===== src/rtl/reg_mem_2r1w.sv =====
// reg_mem_2r1w: DEPTH x DATA_WIDTH register memory, one write port, two
// registered read ports (1-cycle latency) and a self-timed clear sweep.
//
// Optional feature macro: REG_MEM_BYPASS_EN
//   defined   -> a same-edge write to the address being read is forwarded
//                to that read port (new data).
//   undefined -> read-before-write: the read port returns the old word.
//
// Control protocol: there is no valid/ready handshake. A write is accepted
// on any rising edge where wen=1 while busy=0 and clr=0. A clear request is
// accepted on any rising edge where clr=1 while busy=0; clr wins over wen.
// While busy=1, wen and clr are dropped and both read ports return 0.
module reg_mem_2r1w #(
  parameter int DATA_WIDTH = 8,
  parameter int ADDR_BITS  = 5
) (
  input  logic                  clk,
  input  logic                  rst,
  input  logic                  wen,
  input  logic [ADDR_BITS-1:0]  waddr,
  input  logic [DATA_WIDTH-1:0] wdata,
  input  logic [ADDR_BITS-1:0]  raddr_a,
  input  logic [ADDR_BITS-1:0]  raddr_b,
  input  logic                  clr,
  output logic [DATA_WIDTH-1:0] rdata_a,
  output logic [DATA_WIDTH-1:0] rdata_b,
  output logic                  busy
);

  localparam int DEPTH = 2 ** ADDR_BITS;

  typedef enum logic {
    IDLE  = 1'b0,
    CLEAR = 1'b1
  } state_t;

  state_t                 state_q;
  state_t                 state_d;
  logic [ADDR_BITS-1:0]   ptr_q;
  logic [DATA_WIDTH-1:0]  mem [DEPTH];

  logic                   mem_we;
  logic [ADDR_BITS-1:0]   mem_waddr;
  logic [DATA_WIDTH-1:0]  mem_wdata;
  logic                   user_write;
  logic                   fwd_a;
  logic                   fwd_b;

  // A user write is only taken in IDLE and only when no clear is requested.
  assign user_write = (state_q == IDLE) && wen && !clr;

`ifdef REG_MEM_BYPASS_EN
  assign fwd_a = user_write && (raddr_a == waddr);
  assign fwd_b = user_write && (raddr_b == waddr);
`else
  assign fwd_a = 1'b0;
  assign fwd_b = 1'b0;
`endif

  // State register: reset forces a fresh sweep.
  always_ff @(posedge clk) begin
    if (rst) begin
      state_q <= CLEAR;
    end else begin
      state_q <= state_d;
    end
  end

  // Next-state: start sweep on clr; leave after clearing the last word.
  always_comb begin
    state_d = state_q;
    case (state_q)
      IDLE:    if (clr) state_d = CLEAR;
      CLEAR:   if (ptr_q == '1) state_d = IDLE;
      default: state_d = CLEAR;
    endcase
  end

  // Outputs decoded from state.
  always_comb begin
    busy = (state_q == CLEAR);
  end

  // Sweep pointer: loaded with 0 on entry, advances once per sweep edge.
  always_ff @(posedge clk) begin
    if (rst) begin
      ptr_q <= '0;
    end else if (state_q == IDLE) begin
      ptr_q <= '0;
    end else begin
      ptr_q <= ptr_q + ADDR_BITS'(1);
    end
  end

  // Single memory write port shared by the sweep and the user.
  always_comb begin
    mem_we    = 1'b0;
    mem_waddr = waddr;
    mem_wdata = wdata;
    if (!rst) begin
      if (state_q == CLEAR) begin
        mem_we    = 1'b1;
        mem_waddr = ptr_q;
        mem_wdata = '0;
      end else if (user_write) begin
        mem_we    = 1'b1;
      end
    end
  end

  // Storage array; contents are zeroed only by the sweep, never by rst.
  always_ff @(posedge clk) begin
    if (mem_we) begin
      mem[mem_waddr] <= mem_wdata;
    end
  end

  // Registered read ports: zero under reset or sweep, optional forwarding.
  always_ff @(posedge clk) begin
    if (rst || state_q == CLEAR) begin
      rdata_a <= '0;
      rdata_b <= '0;
    end else begin
      rdata_a <= fwd_a ? wdata : mem[raddr_a];
      rdata_b <= fwd_b ? wdata : mem[raddr_b];
    end
  end

endmodule


===== config.mk =====
export PLATFORM = sky130hd
export DESIGN_NAME = reg_mem_2r1w
export DESIGN_NICKNAME = d
export VERILOG_FILES = /design/src/rtl/reg_mem_2r1w.sv
export SDC_FILE = /design/constraint.sdc
export NUM_CORES = 1
export LEC_CHECK = 0
export CAP_MARGIN = 20
export CORE_MARGIN = 2
export CORE_UTILIZATION = 25
export DETAILED_ROUTE_END_ITERATION = 10
export PLACE_DENSITY = 0.42
export SLEW_MARGIN = 20
export SYNTH_ARGS = -nofsm -noshare
export SYNTH_HDL_FRONTEND = slang
export SYNTH_SLANG_ARGS = --single-unit

===== constraint.sdc =====
create_clock -name clk -period 3.05 [get_ports clk]
set_input_delay 0.61 -clock clk [delete_from_list [all_inputs] [get_ports clk]]
set_output_delay 0.61 -clock clk [all_outputs]
set_load 0.02 [all_outputs]

== Word-level counts from Yosys, hierarchy flattened ==
Memory sizes are Yosys's and may differ from the RTL's. A register that Yosys moved wholly into a read port is not among the register bits.
Index checks and enable logic that the tools add are counted.

* Output and inout port bits: 17
* Input bits: 27
* Logic and storage cells: 23
* Register bits: 6
* RAM bits: 256
* Memories: 1

{| class="wikitable"
|+ Memories
! name !! depth !! bits a word !! rd ports !! clocked after Yosys merged registers in !! wr ports !! line !! source
|-
| mem || 32 || 8 || 2 || 2 || 1 || 40 || <nowiki>logic [DATA_WIDTH-1:0] mem [DEPTH];</nowiki>
|}

* Muxes and demuxes: 12
* Add/sub/neg operators: 1
* Bitwise logic cells: 1
* Equality and inequality tests: 1
* Reduce and logical (&&, ||, !) cells: 5

{| class="wikitable"
|+ Operators with widths
! operator !! number
|-
| $mux W8 || 2
|-
| $mux W5 || 2
|-
| $mux W1 || 7
|-
| $add A5 B1 Y5 const B || 1
|-
| $eq A5 B5 Y1 const B || 1
|-
| $logic_and A1 B1 Y1 || 2
|-
| $pmux W1 S2 || 1
|-
| $reduce_or A2 Y1 || 1
|-
| $logic_not A1 Y1 || 1
|-
| $logic_or A1 B1 Y1 || 1
|-
| $not A1 Y1 || 1
|}

== Logic depth before layout (Yosys ltp) ==
Gate-level depths: netlist of the first run.

* Depth after elaboration: 8
* Mapped depth: 7
* Gate-level depth less buffers: 6

== Worst setup path before layout of the first run ==
Ideal clock, no wire load.

* Path type: in2reg
* Start: input waddr[1]
* End: memory mem[0][0] (enable)
* Required time: 2.680 ns
* Data arrival time: 1.859 ns
* Buffers on the path: 0
* Library setup time: 0.370 ns
* Cell stages on the path: 4
* Slack: 0.821 ns
* Path through: or4b_1 a21oi_1 nand2_1 nor2_1

* Cells in the longest elaborated chain, start to end: 2

{| class="wikitable"
|+ RTL lines
! what !! line !! source
|-
| from (decl) || 20 || <nowiki>input logic [ADDR_BITS-1:0] waddr,</nowiki>
|-
| $mux W5 || 101 || <nowiki>if (state_q == CLEAR) begin</nowiki>
|-
| $mux W5 * || 100 || <nowiki>if (!rst) begin</nowiki>
|-
| to (decl) || 40 ||
|}

Mark *: on every way between the ends. The rest lies on a longest branch, timed or not.

== Worst setup path after layout of the first run ==
* Start: register state_q, in the netlist busy
* End: output busy

{| class="wikitable"
|+ RTL lines
! what !! line !! source
|-
| from (decl) || 37 || <nowiki>state_t state_q;</nowiki>
|-
| from (signal assigned) || 65 || <nowiki>state_q <= state_d;</nowiki>
|-
| to (decl) || 27 || <nowiki>output logic busy</nowiki>
|}

No word-level cell between the ends.

==> results of run 1 <==
[through the flow]
stage | std cells | total power (µW) | area, µm² | hold slack (ps)
finish | 1492 | 8720 | 15500 | 506
global route | 1492 | 9040 | 15500 | 560
CTS | 1492 | 8840 | 15500 | 511
detailed placement | 1434 | 4990 | 14500 | 497
global placement | 1434 | 5000 | 14500 | 497
floorplan | 681 | 4730 | 12900 | 438
[sequential cells by signal, indices dropped and copies added (netlist names)]
signal and cells:
rdata_b 8, mem 256, ptr_q 5, busy 1
rdata_a 8
[area by class of cell]
| type | count | area, µm² | share of cell area (%) |
|---|---|---|---|
| clock inverters | 22 | 193 | 1.24 |
| inverters | 5 | 18.8 | 0.121 |
| well taps | 680 | 851 | 5.49 |
| clock buffers | 36 | 858 | 5.53 |
| repair buffers | 120 | 1090 | 7.00 |
| multi-input cells | 351 | 4370 | 28.2 |
| flip-flops and latches | 278 | 8130 | 52.4 |
[cell usage after synthesis (all sizes together)]
cell type  count  area share [%]
a221oi         8            0.54
mux2i         55             4.3
or2            1           0.049
dfxtp         22             3.4
o211ai         4            0.23
nand4bb        1           0.087
xnor2          1           0.068
ha             2            0.19
o21ai          9            0.35
nand3          1           0.039
buf           42             2.8
nand2         24            0.70
nor2          41             1.2
xor2           1           0.068
a21oi          6            0.23
nand2b         3            0.15
or4b           1           0.078
a22oi         16            0.93
mux4         120              21
clkbuf         5            0.15
a31o           3            0.20
nor4bb         2            0.16
and2          10            0.49
inv            5            0.15
a221o         12            0.93
edfxtp       256              60
a31oi         12            0.58
nor2b          5            0.24
and3           5            0.24
and2b          1           0.058
mux2           6            0.52
nor4b          1           0.068
[worst register-to-register path: cells and delay by family, from the launching register on]
family	cells	cell delay [ps]
and+or+nand+nor	3	990
muxes	1	290
buffers and inverters	1	140
DFF	1	490
[power by group through the flow]
stage                     combinational, µW  sequential [µW]  clock (µW)
after floorplan                         440             4290           0
after global routing                    740             4210        4080
after global placement                  703             4290           0
after CTS                               701             4210        3930
final                                   689             4210        3820
after detailed placement                701             4290           0
[per-layer routing]
metal / GRT usage, % / part of all wire [%]
met1: 19.9 / 48
met2: 20.8 / 45
met3: 1.71 / 4.0
met4: 4.40 / 2.7
met5: 0 / 0
[path summary, 6_finish.rpt]
kind | from | to | slack [ps] | cells after the start
min | ptr_q[0]$_SDFF_PP0_ | ptr_q[0]$_SDFF_PP0_ | 510 | 1
max | busy$_SDFF_PP1_ | busy | 710 | 1
max reg2reg | busy$_SDFF_PP1_ | mem[23][4]$_DFFE_PP_ | 770 | 5
min reg2reg | ptr_q[0]$_SDFF_PP0_ | ptr_q[0]$_SDFF_PP0_ | 510 | 1
[cell families after synthesis]
group / after synthesis
AOI/OAI and AO/OA: 70
xor gates and xnor gates: 2
adders and majority gates: 2
buffers and inverters: 52
DFF: 278
muxes: 181
and+or+nand+nor: 96
==> results.rst, run 1 <==
.. list-table::
   :header-rows: 1

   * - Metric
     - Value
   * - Min Clock Period, post-route
     - between 2000 and 2500 ps
   * - Compound-Gate Fraction of Synth Area
     - 4.01%
   * - Syn. warnings
     - 0
   * - Critical-path top delay cell
     - clkdlybuf4s50_1
   * - Critical Path End Type
     - primary output
   * - Final-report max-slew violation count
     - 0
   * - Final worst clock skew
     - ~18 ps
   * - Cell family with most CP delay
     - buffers and inverters
   * - Peak VDD IR
     - 349 µV
   * - Count of routing violations after the opening detailed-route iteration
     - between 400 and 500
   * - Io pins
     - 44
   * - Antenna diode count
     - 0
   * - Slew Limit Headroom
     - between 30% and 40%
   * - Fraction of final layout cells with drive strength greater than 1
     - 31.3%
   * - Total GRT Usage
     - about 14%
   * - Netlist cell types
     - 39
   * - DRC errors left
     - 0
   * - MaxCap Viol Count
     - 0
   * - Worst Path Max Fanout
     - 12
   * - Chip Width
     - 231 µm
   * - PD cells
     - roughly 560 mW/mm²
   * - Buffer cell driving the clock tree root
     - clkbuf_16
   * - DIE AREA
     - between 0.05 and 0.06 mm²
   * - Fraction of the yosys area taken by sequential cells
     - a little over three fifths
   * - Internal Power
     - between 6000 and 7000 µW
   * - Placement Rows
     - 83
   * - Simple-gate area share of the yosys netlist
     - 3.54%
   * - Mapped Area
     - 0.0129 mm²
   * - Hold Path Class
     - flop to flop
   * - Clock power share
     - about 44%
   * - Post-Synthesis Cells
     - 681
   * - Highest-count cells in the layout ignoring fill and taps
     - edfxtp_1 (256), mux4_2 (110), buf_4 (72)
   * - H-Tree Level Count
     - 1
   * - Sw Ratio
     - 22.5%
   * - Worst skew pair latency
     - 580 ps
   * - Drt first pass iters
     - 5
   * - Critical Path Source Type
     - flop
   * - Worst path setup slack after routing
     - 709 ps
   * - Routability cong.
     - ~0.77
   * - Bufs on Longest Clock Path
     - 3
   * - Nets in the synthesized netlist
     - 710
   * - Critical Path, Cell by Cell
     - clkdlybuf4s50_1
   * - Antenna violations before repair
     - 1
   * - Total half-perimeter wirelength after legalization and detailed placement
     - approximately 25 mm
   * - Count of port buffers added during placement
     - between 40 and 50
   * - Final Cycle Share
     - roughly 77%
   * - Share of power burned in combinational logic
     - between 7 and 8%
   * - Pin count of the biggest net entering global routing
     - 39
   * - Most frequent standard cell in the layout excluding fill and tap cells
     - edfxtp_1
   * - Leak Pwr
     - slightly above 0.005 µW
   * - Fillcell total
     - between 5000 and 6000
   * - Placeable core region
     - about 0.05 mm²
   * - Adder and majority cell fraction of the synthesized area
     - 0.194%
   * - Initial Utilization
     - 25.2%
   * - Max Fclk
     - approximately 430 MHz
   * - Xor and xnor area share after synthesis
     - 0.136%
   * - Data arrival, critical path
     - around 1700 ps
   * - Status
     - completed
   * - Critical Setup Path Class
     - flop to primary output
   * - Largest family of logic cells by synthesized area
     - multiplexers
   * - Clock buffers created by TritonCTS
     - 31
   * - Area Overhead vs Synth
     - 20.2%
   * - First-pass GRT wire length
     - 52.4 mm
   * - Switching Power
     - ~2000 µW
   * - Synthesized flop and latch total
     - ~280
   * - Setup Viol. Count Final
     - 0
   * - Placement-stage worst setup slack
     - about 120 ps
   * - Proportion of power drawn by flip-flops and latches
     - 48.3%
   * - Biggest cell delay along the critical path
     - roughly 700 ps
   * - Util after Layout
     - a little under a third
   * - Mux share of post-synthesis cell area
     - 26.0%
   * - Actual slew at the worst max-slew pin
     - approximately 920 ps
   * - Setup Fix Bufs, Post-CTS
     - 0
   * - Final net count
     - around 820
   * - Critical path required time
     - ~2400 ps
   * - Clock-pin slew on the worst setup and hold paths
     - 60 ps
   * - Setup repair after global routing missed its margin
     - no
   * - Overflow after GRT
     - 0
   * - Antenna violation net count after detailed routing
     - 0
   * - Total number of clock tree sinks
     - roughly 280
   * - Total Neg Setup Slack
     - 0 ps
   * - Number of hold-repair buffers added at the cts stage
     - 0
   * - Combined buffer and inverter count along the critical path
     - 1
   * - Number of global-route vias before repair
     - about 7400
   * - Wire length per cell after detailed routing
     - approximately 24 µm
   * - Via-to-Cell Ratio
     - between 4 and 5
   * - Total count of hold-check failures in the final report
     - 0
   * - DIE HEIGHT
     - between 200 and 250 µm
   * - Count of cells resized by post-cts repair
     - 0
   * - Syn Area/Cell
     - 18.9 µm²
   * - Vias post-DR
     - 6981
   * - Final Routed Wirelength
     - roughly 36 mm
   * - TritonCTS clock tree
     - done
No activity file was read; power rests on OpenSTA's default activity.
==> inputs of run 2 (changes only) <==
- PLACE_DENSITY: 0.42 -> 0.44
- clock period: 3.05 -> 2 ns (I/O delays scaled with it)
==> run 2 against run 1 <==
Flip-flop and latch count stayed put. Core utilization is 2.1 points higher. Critical path type is now flop to flop. Highest routed layer unchanged. Non-clock buffer count is 69 higher. Largest power group unchanged. Worst hold slack worse by 14 ps. Final area is 6.9% higher. Clock skew is 5.2 ps lower. Sequential power is 52% higher.
==> results.rst, run 2 (synthesized netlist as in run 1, its figures left out) <==
.. list-table::
   :header-rows: 1

   * - Metric
     - Value
   * - Antenna violations before repair
     - 0 (was 1)
   * - Final worst clock skew
     - 12.7 ps (was 17.9 ps)
   * - Most flop-heavy register
     - mem (unchanged)
   * - Count of routing violations after the opening detailed-route iteration
     - 488 (was 452)
   * - Antenna violation net count after detailed routing
     - 0 (unchanged)
   * - DIE HEIGHT
     - 231 µm (unchanged)
   * - Critical Setup Path Class
     - flop to flop (was flop to primary output)
   * - Area Overhead vs Synth
     - 28.5% (was 20.2%)
   * - Clock buffers created by TritonCTS
     - 30 (was 31)
   * - Highest-count cells in the layout ignoring fill and taps
     - edfxtp_1 (256), mux4_2 (110), buf_4 (110) (was edfxtp_1 (256), mux4_2 (110), buf_4 (72))
   * - Vias post-DR
     - 7396 (was 6981)
   * - Via-to-Cell Ratio
     - 4.75 (was 4.68)
   * - Antenna diode count
     - 0 (unchanged)
   * - Min Clock Period, post-route
     - around 2000 ps
   * - DIE AREA
     - 0.0534 mm² (unchanged)
   * - Critical Path End Type
     - flop (was primary output)
   * - Count of placed standard cells including taps
     - 1491 (was 1434)
   * - Critical Path Source Type
     - flop (unchanged)
   * - Util after Layout
     - 32.4% (was 30.3%)
   * - Most frequent standard cell in the layout excluding fill and tap cells
     - edfxtp_1 (unchanged)
   * - Placeable core region
     - 0.0512 mm² (unchanged)
   * - Number of global-route vias before repair
     - 7667 (was 7354)
   * - Top flop regs
     - mem (256), rdata_a (8), rdata_b (8) (unchanged)
   * - Count of port buffers added during placement
     - 43 (unchanged)
   * - Sw Ratio
     - 22.4% (was 22.5%)
   * - Routability cong.
     - 0.811 (was 0.770)
   * - Pin count of the biggest net entering global routing
     - 33 (was 39)
   * - Critical path required time
     - 2280 ps (was 2440 ps)
   * - Final Cycle Share
     - around 99%
   * - Leak Pwr
     - 0.00557 µW (was 0.00514 µW)
   * - Max Fclk
     - 505 MHz
   * - Drt first pass iters
     - 7 (was 5)
   * - Actual slew at the worst max-slew pin
     - 587 ps (was 920 ps)
   * - Flip-flop count of the largest register, all copies and words added
     - 256 (unchanged)
   * - Status
     - completed (unchanged)
   * - Overall power after layout
     - 13500 µW (was 8720 µW)
   * - Post-route non-filler standard cell count
     - 1558 (was 1492)
   * - Placement Rows
     - 83 (unchanged)
   * - Clock power share
     - 43.0% (was 43.8%)
   * - Chip Width
     - 231 µm (unchanged)
   * - Final Routed Wirelength
     - 36.9 mm (was 36.1 mm)
   * - H-Tree Level Count
     - 1 (unchanged)
   * - Internal Power
     - 10500 µW (was 6760 µW)
   * - Wire length per cell after detailed routing
     - 23.7 µm (was 24.2 µm)
   * - Worst Path Max Fanout
     - 8 (was 12)
   * - Data arrival, critical path
     - 2260 ps (was 1730 ps)
   * - Final-report max-slew violation count
     - 0 (unchanged)
   * - Total number of clock tree sinks
     - 278 (unchanged)
   * - Clock-pin slew on the worst setup and hold paths
     - 60 ps (about the same)
   * - First-pass GRT wire length
     - 54.1 mm (was 52.4 mm)
   * - Slew Limit Headroom
     - 60.8% (was 38.4%)
   * - Hold Path Class
     - flop to flop (unchanged)
   * - Fraction of final layout cells with drive strength greater than 1
     - 39.9% (was 31.3%)
   * - Buffer cell driving the clock tree root
     - clkbuf_16 (unchanged)
   * - Hold WS
     - 492 ps (was 506 ps)
   * - Worst skew pair latency
     - 570 ps (was 580 ps)
   * - Total half-perimeter wirelength after legalization and detailed placement
     - 25.8 mm (was 25.0 mm)
   * - DRC errors left
     - 0 (unchanged)
   * - Total count of hold-check failures in the final report
     - 0 (unchanged)
   * - Proportion of power drawn by flip-flops and latches
     - 47.5% (was 48.3%)
   * - Share of power burned in combinational logic
     - 9.5% (was 7.9%)
   * - TritonCTS clock tree
     - done (unchanged)
   * - MaxCap Viol Count
     - 0 (unchanged)
   * - PD cells
     - 815 mW/mm² (was 563 mW/mm²)
   * - Fillcell total
     - 4925 (was 5018)
   * - Total GRT Usage
     - 13.9% (was 13.6%)
   * - Setup repair after global routing missed its margin
     - yes (was no)
   * - Switching Power
     - 3030 µW (was 1960 µW)
   * - Initial Utilization
     - 25.2% (unchanged)
   * - Setup Viol. Count Final
     - 0 (unchanged)
   * - Final net count
     - 884 (was 816)
   * - Overflow after GRT
     - 0 (unchanged)
   * - Peak VDD IR
     - 592 µV (was 349 µV)
   * - Io pins
     - 44 (unchanged)
   * - Bufs on Longest Clock Path
     - 3 (unchanged)
[run 2: cell count changes in the layout (fill, tap and decap cells not counted), moves of 4 or more]
| cell | delta |
|---|---|
| nor2_4 | +16 |
| nor2_1 | -24 |
| buf_12 | +31 |
| nor2_2 | +8 |
| buf_4 | +38 |
| inv_4 | -4 |
[run 2: cell type report]
type                            count  area [µm²]  share of cell area, %
Clock buffer                       36         795                   4.79
Sequential cell                   278        8130                   49.1
Clock inverter                     19         228                   1.37
Inverter                            5        18.8                  0.113
Tap cell                          680         851                   5.13
Multi-Input combinational cell    351        4560                   27.5
Timing Repair Buffer              189        1990                   12.0
[run 2: routing by layer]
layer  GRT usage [%]  wire length (µm)  vias to the layer above
met3            1.62              1170                       46
met2            22.3             17300                      154
met1            19.6             17500                     3958
met4            4.35               968                        0
met5               0                 0                        -
li1                -                 -                     3238
[run 2: timing repair]
| action | CTS | global route |
|---|---|---|
| pin swaps | 9 | 6 |
| setup endpoints to repair | 137 | 148 |
| hold buffers | 0 | 0 |
| gates resized for setup | 9 | 5 |
| buffers inserted | 10 | 2 |
| gates cloned | 0 | 0 |
[run 2: worst paths after layout]
path / cells after the start / start / slack (ps) / end
setup reg to reg: 5 / busy$_SDFF_PP1_ / 20 / mem[20][7]$_DFFE_PP_
hold / removal: 1 / ptr_q[0]$_SDFF_PP0_ / 490 / ptr_q[0]$_SDFF_PP0_
hold reg to reg: 1 / ptr_q[0]$_SDFF_PP0_ / 490 / ptr_q[0]$_SDFF_PP0_
setup / recovery: 5 / busy$_SDFF_PP1_ / 20 / mem[20][7]$_DFFE_PP_
[run 2: power groups by stage]
stage | logic [µW] | registers (µW) | clock network, µW
after floorplan | 705 | 6540 | 0
after global placement | 1280 | 6540 | 0
after detailed placement | 1270 | 6540 | 0
after CTS | 1290 | 6420 | 5930
after global routing | 1360 | 6420 | 6180
final | 1280 | 6420 | 5810
[run 2: critical path, cell delays in order, from the launching register on]
cell     delay (ps)
dfxtp_4         360
or4b_4          500
a21oi_4         280
nand2_4         220
nor2_4          180
buf_12          150
[run 2: per-stage QoR]
| step | worst slack [ps] | cell area [µm²] | TNS, ps |
|---|---|---|---|
| 3_5_place_dp | -777 | 15300 | -145080 |
| 2_1_floorplan | -46.8 | 13100 | -3650 |
| 5_1_grt | -11.4 | 16600 | -143 |
| 4_1_cts | 8.62 | 16500 | 0 |
| 3_3_place_gp | -710 | 15300 | -142950 |
| 6_report | 20.0 | 16600 | 0 |
